`src/rtl/can_wb_pkg.sv`:
```
// Shared definitions for the command-to-Wishbone bridge.
// Holds the bridge FSM state encoding and the default parameter values
// used by can_wb_master.
package can_wb_pkg;

    // Bridge FSM states: waiting for a command, running the bus cycle,
    // holding a response for the consumer.
    typedef enum logic [1:0] {
        IDLE = 2'd0,
        BUS  = 2'd1,
        RESP = 2'd2
    } state_e;

    localparam int unsigned DEF_TIMEOUT_CYCLES = 255;
    localparam int unsigned DEF_ADR_W          = 8;
    localparam int unsigned DEF_DAT_W          = 8;

endpackage : can_wb_pkg

```
`src/rtl/can_wb_master.sv`:
```
// Command/response to Wishbone classic initiator bridge.
//
// One accepted command produces exactly one Wishbone transfer. The transfer
// ends on wb_ack_i or after TIMEOUT_CYCLES bus cycles without ack. Its result
// is then held on the response port until consumed.
//
// Ports:
//   wb_clk_i, wb_rst_ni             clock, synchronous active-low reset
//   cmd_valid_i / cmd_ready_o       command handshake (ready only in IDLE)
//   cmd_we_i, cmd_adr_i, cmd_dat_i  command payload
//   rsp_valid_o / rsp_ready_i       response handshake
//   rsp_dat_o, rsp_err_o            read data (0 for writes/errors), timeout flag
//   wb_cyc_o, wb_stb_o, wb_we_o,
//   wb_adr_o, wb_dat_o              Wishbone initiator outputs (registered)
//   wb_dat_i, wb_ack_i              Wishbone slave return path
module can_wb_master
    import can_wb_pkg::*;
#(
    parameter int unsigned TIMEOUT_CYCLES = DEF_TIMEOUT_CYCLES,
    parameter int unsigned ADR_W          = DEF_ADR_W,
    parameter int unsigned DAT_W          = DEF_DAT_W
) (
    input  logic             wb_clk_i,
    input  logic             wb_rst_ni,
    input  logic             cmd_valid_i,
    output logic             cmd_ready_o,
    input  logic             cmd_we_i,
    input  logic [ADR_W-1:0] cmd_adr_i,
    input  logic [DAT_W-1:0] cmd_dat_i,
    output logic             rsp_valid_o,
    input  logic             rsp_ready_i,
    output logic [DAT_W-1:0] rsp_dat_o,
    output logic             rsp_err_o,
    output logic             wb_cyc_o,
    output logic             wb_stb_o,
    output logic             wb_we_o,
    output logic [ADR_W-1:0] wb_adr_o,
    output logic [DAT_W-1:0] wb_dat_o,
    input  logic [DAT_W-1:0] wb_dat_i,
    input  logic             wb_ack_i
);

    localparam int unsigned CNT_W = $clog2(TIMEOUT_CYCLES + 1);
    // Counter value seen during the last BUS cycle allowed before abort.
    localparam logic [CNT_W-1:0] CNT_LAST = CNT_W'(TIMEOUT_CYCLES - 1);

    state_e           state_q, state_d;
    logic [CNT_W-1:0] cnt_q, cnt_d;
    logic             cyc_q, cyc_d;
    logic             we_q, we_d;
    logic [ADR_W-1:0] adr_q, adr_d;
    logic [DAT_W-1:0] dat_q, dat_d;
    logic             rsp_valid_q, rsp_valid_d;
    logic [DAT_W-1:0] rsp_dat_q, rsp_dat_d;
    logic             rsp_err_q, rsp_err_d;

    // Ready is the only combinational output; forced low while in reset.
    assign cmd_ready_o = wb_rst_ni && (state_q == IDLE);

    assign wb_cyc_o    = cyc_q;
    assign wb_stb_o    = cyc_q;
    assign wb_we_o     = we_q;
    assign wb_adr_o    = adr_q;
    assign wb_dat_o    = dat_q;
    assign rsp_valid_o = rsp_valid_q;
    assign rsp_dat_o   = rsp_dat_q;
    assign rsp_err_o   = rsp_err_q;

    // Next-state and next-output logic for the bridge FSM.
    always_comb begin
        state_d     = state_q;
        cnt_d       = cnt_q;
        cyc_d       = cyc_q;
        we_d        = we_q;
        adr_d       = adr_q;
        dat_d       = dat_q;
        rsp_valid_d = rsp_valid_q;
        rsp_dat_d   = rsp_dat_q;
        rsp_err_d   = rsp_err_q;
        case (state_q)
            IDLE: begin
                if (cmd_valid_i && cmd_ready_o) begin
                    we_d      = cmd_we_i;
                    adr_d     = cmd_adr_i;
                    dat_d     = cmd_dat_i;
                    cnt_d     = {CNT_W{1'b0}};
                    cyc_d     = 1'b1;
                    rsp_dat_d = {DAT_W{1'b0}};
                    rsp_err_d = 1'b0;
                    state_d   = BUS;
                end else begin
                    state_d = IDLE;
                end
            end
            BUS: begin
                // Ack is checked first so it wins over a coinciding timeout.
                if (wb_ack_i) begin
                    cyc_d       = 1'b0;
                    rsp_valid_d = 1'b1;
                    rsp_dat_d   = we_q ? {DAT_W{1'b0}} : wb_dat_i;
                    rsp_err_d   = 1'b0;
                    state_d     = RESP;
                end else if (cnt_q == CNT_LAST) begin
                    cyc_d       = 1'b0;
                    rsp_valid_d = 1'b1;
                    rsp_dat_d   = {DAT_W{1'b0}};
                    rsp_err_d   = 1'b1;
                    state_d     = RESP;
                end else begin
                    cnt_d = cnt_q + CNT_W'(1);
                end
            end
            RESP: begin
                if (rsp_ready_i) begin
                    rsp_valid_d = 1'b0;
                    state_d     = IDLE;
                end else begin
                    state_d = RESP;
                end
            end
            default: begin
                cyc_d       = 1'b0;
                rsp_valid_d = 1'b0;
                state_d     = IDLE;
            end
        endcase
    end

    // State and output registers with synchronous active-low reset.
    always_ff @(posedge wb_clk_i) begin
        if (!wb_rst_ni) begin
            state_q     <= IDLE;
            cnt_q       <= {CNT_W{1'b0}};
            cyc_q       <= 1'b0;
            we_q        <= 1'b0;
            adr_q       <= {ADR_W{1'b0}};
            dat_q       <= {DAT_W{1'b0}};
            rsp_valid_q <= 1'b0;
            rsp_dat_q   <= {DAT_W{1'b0}};
            rsp_err_q   <= 1'b0;
        end else begin
            state_q     <= state_d;
            cnt_q       <= cnt_d;
            cyc_q       <= cyc_d;
            we_q        <= we_d;
            adr_q       <= adr_d;
            dat_q       <= dat_d;
            rsp_valid_q <= rsp_valid_d;
            rsp_dat_q   <= rsp_dat_d;
            rsp_err_q   <= rsp_err_d;
        end
    end

endmodule : can_wb_master

```
`config.mk`:
```
export PLATFORM = sky130hd
export DESIGN_NAME = can_wb_master
export DESIGN_NICKNAME = d
export VERILOG_FILES = /design/src/rtl/can_wb_pkg.sv /design/src/rtl/can_wb_master.sv
export SDC_FILE = /design/constraint.sdc
export NUM_CORES = 1
export LEC_CHECK = 0
export BUFFER_PORTS_ARGS = -buffer_cell sky130_fd_sc_hd__buf_2
export CORE_ASPECT_RATIO = 0.9
export CORE_MARGIN = 5
export CORE_UTILIZATION = 48
export DETAILED_ROUTE_END_ITERATION = 12
export PLACE_DENSITY = 0.85
export SLEW_MARGIN = 10
export SYNTH_ARGS = -nofsm -noshare
export SYNTH_HDL_FRONTEND = slang
export SYNTH_SLANG_ARGS = --single-unit
```
`constraint.sdc`:
```
create_clock -name wb_clk_i -period 1.7 [get_ports wb_clk_i]
set_input_delay 0.17 -clock wb_clk_i [delete_from_list [all_inputs] [get_ports wb_clk_i]]
set_output_delay 0.17 -clock wb_clk_i [all_outputs]
set_load 0.1 [all_outputs]
```
==> metrics <==
Worst R2R End=cnt_q[5]; period utilization=0.9195; share of the synthesized area in the top cell type=0.4720; area share of fa/ha/maj cells after synthesis=0.01553; Avg WL per Cell=12.67 µm; worst endpoint required time=1920 ps; number of port buffers=59; synthesized area per cell=8.953 µm²; gate count of the mapped netlist=between 150 and 200; Pwr Density=around 1200 nW/µm²; status=finished clean; clk_skew=5.456 ps; initial antenna violation count=0; fraction of the mapped netlist area in compound gates=0.2337; Seq/Total Area, Yosys=0.4720; row cnt=20; DR pass1 iterations=4; # hold bufs at CTS=0; share of cells above drive strength 1=0.3566; Initial Util=0.4879; # setup viols final=0; Hold Fails Final Rpt=0; r2r worst-path depth=6; Hold Startpoint=cmd_dat_i[0]; grt peak-use layer=met2; H-tree level count=2; post-cts sizing count=0; IO Pins=60; Cell variety after synth=39; ranking of synthesized cells by area=dfxtp_1 (47%), nand2_1 (10%), o21ai_0 (6.8%); register bit total from synthesis=38; CTS tree=built; Global Route Usage Sum=0.1639; Worst setup EP type=flip-flop; mux cell area share after synthesis=0.006211; FF+latch area=760.7 µm²; GRT overflow=0; ys flop type=dfxtp_1; min-delay worst type=in2reg; die width=71.08 µm; final-report max-slew violation count=0; Clock Latency Late Sink=290 ps; Ant. Diodes=0; area leader, netlist=dfxtp_1; met1 Use GR=0.2082; Synth Area in Simple Gates=0.2298; placed wire-length estimate=2739 µm; Final min period=about 1600 ps; Mapped Nets=212; Mapped Area=between 1500 and 2000 µm²; Nets=275; Slew headroom=0.6603; Worst Hold Path EP=wb_dat_o[0]; Filler Cell Count=just under 300; GPL Wtd Cong=0.9654; most frequent cells in the layout=buf_2 (58), nand2_1 (44), dfxtp_1 (38), o21ai_0 (22), a21oi_1 (11); ys async rst share=0; CTS Root Cell=clkbuf_8; Bufs on Longest Clock Path=2; GR Util met3=0.06667; vias in the first global route=1,330; setup repair bufs after CTS=0; Iteration-0 DRC Markers=84; post-layout util=0.6420; Worst Path Class, Setup=reg2reg; Setup TNS=0 ps; post-route ant nets=0; measured slew at the worst slew-check pin=506.8 ps; CTS Buf Count=5; r2r setup slk=roughly 140 ps; Arr. time, crit path=1780 ps; Ys Warns=0; LEAKAGE=0.9728 nW; first-pass GRT wire length=slightly below 6000 µm; DRT Wirelength=~3600 µm; vias per cell=approximately 5.1; most common cell after layout, fill and taps aside=buf_2; Die Ht=64.97 µm; worst-path maximum fanout=4; Worst R2R Start=cnt_q[0]; Post-synth EDFFs=0; clock transition at the registers of the reported paths=70 ps; DRC viols=0; area of the multi-input gates=793.3 µm²; Layout Area Growth over Synthesis=31.60%; Post-Synth XOR/XNOR Area=0; largest net degree at the start of global routing=25; worst IR drop on VDD=0.6457 mV; Max Freq=between 600 and 700 MHz; Core Area=3303 µm²; CP Launch Type=flip-flop; Max Cap Viol=0; via count=1,482; largest family of logic cells by synthesized area=compound AO/OA/AOI/OAI gates; clock net sink count=38; grt met2 use=0.2488; DIE AREA=4618 µm²; WHS Path Cells=3; RSZ-0062 raised after global routing=no
==> worst max-delay path, stage by stage (launching register included) <==
cell,delay (ps)
dfxtp_1,330
inv_1,60
ha_1,200
nand3_1,190
o211ai_4,110
or4_1,470
a21oi_1,140
==> final cells by class <==
cell class              instances  area share
inverters                       3    0.006490
clock inverters                 2     0.02832
repair buffers                 65      0.1676
clock buffers                   6     0.03894
well taps                      44     0.02596
multi-input cells             130      0.3740
flip-flops and latches         38      0.3587
==> registers in the layout, summed over array words and instances, names as in the netlist <==
signal / flops
wb_adr_o: 8
wb_we_o: 1
wb_cyc_o: 1
rsp_valid_o: 1
state_q: 2
rsp_dat_o: 8
wb_dat_o: 8
cnt_q: 8
rsp_err_o: 1
==> worst max path at each step <==
stage             start        to  slack, ps
6_report       cnt_q[0]  cnt_q[5]        140
5_1_grt        cnt_q[0]  cnt_q[5]         40
4_1_cts        cnt_q[0]  cnt_q[5]        120
3_5_place_dp   cnt_q[0]  cnt_q[5]        130
3_3_place_gp   cnt_q[0]  cnt_q[5]        180
2_1_floorplan  wb_cyc_o  wb_stb_o        140
==> synth_stat cells (2+ instances only) <==
master	n
nand2_1	44
buf_2	5
nor2_1	6
nand3b_1	2
inv_1	2
a21oi_1	11
nand3_1	5
a22o_1	8
ha_1	2
o21ai_0	22
buf_4	2
o211ai_4	2
dfxtp_1	38
a31oi_1	6
==> per-layer routing <==
layer,share of wire,routed length [µm],vias to the layer above
met5,0,0,-
met4,0.013,48,0
met3,0.080,293,6
met2,0.45,1658,55
met1,0.45,1648,662
li1,-,-,759
==> power breakdown <==
| part | switching, mW | internal [mW] | total [mW] |
|---|---|---|---|
| clock | 0.303 | 0.626 | 0.929 |
| sequential | 0.0328 | 0.941 | 0.974 |
| combinational | 0.492 | 0.130 | 0.622 |
==> logic make-up after synthesis <==
group / count (synthesis)
mux: 1
flops: 38
compound gates: 55
buf+inv: 12
simple gates: 72
fa+ha+maj: 2
==> through the flow <==
stage | setup slack [ps] | total power [mW] | cells | hold slack (ps) | cell area, µm²
after global placement | 183.4 | 1.612 | 280 | 363.6 | 1978
after global routing | 35.73 | 2.637 | 288 | 62.30 | 2121
after CTS | 124.0 | 2.551 | 288 | 66.80 | 2121
final | 136.8 | 2.525 | 288 | 74.39 | 2121
after floorplan | 138.9 | 1.495 | 180 | 278.6 | 1623
after detailed placement | 133.1 | 1.618 | 280 | 372.6 | 1978
(Power assumes the default switching activity.)
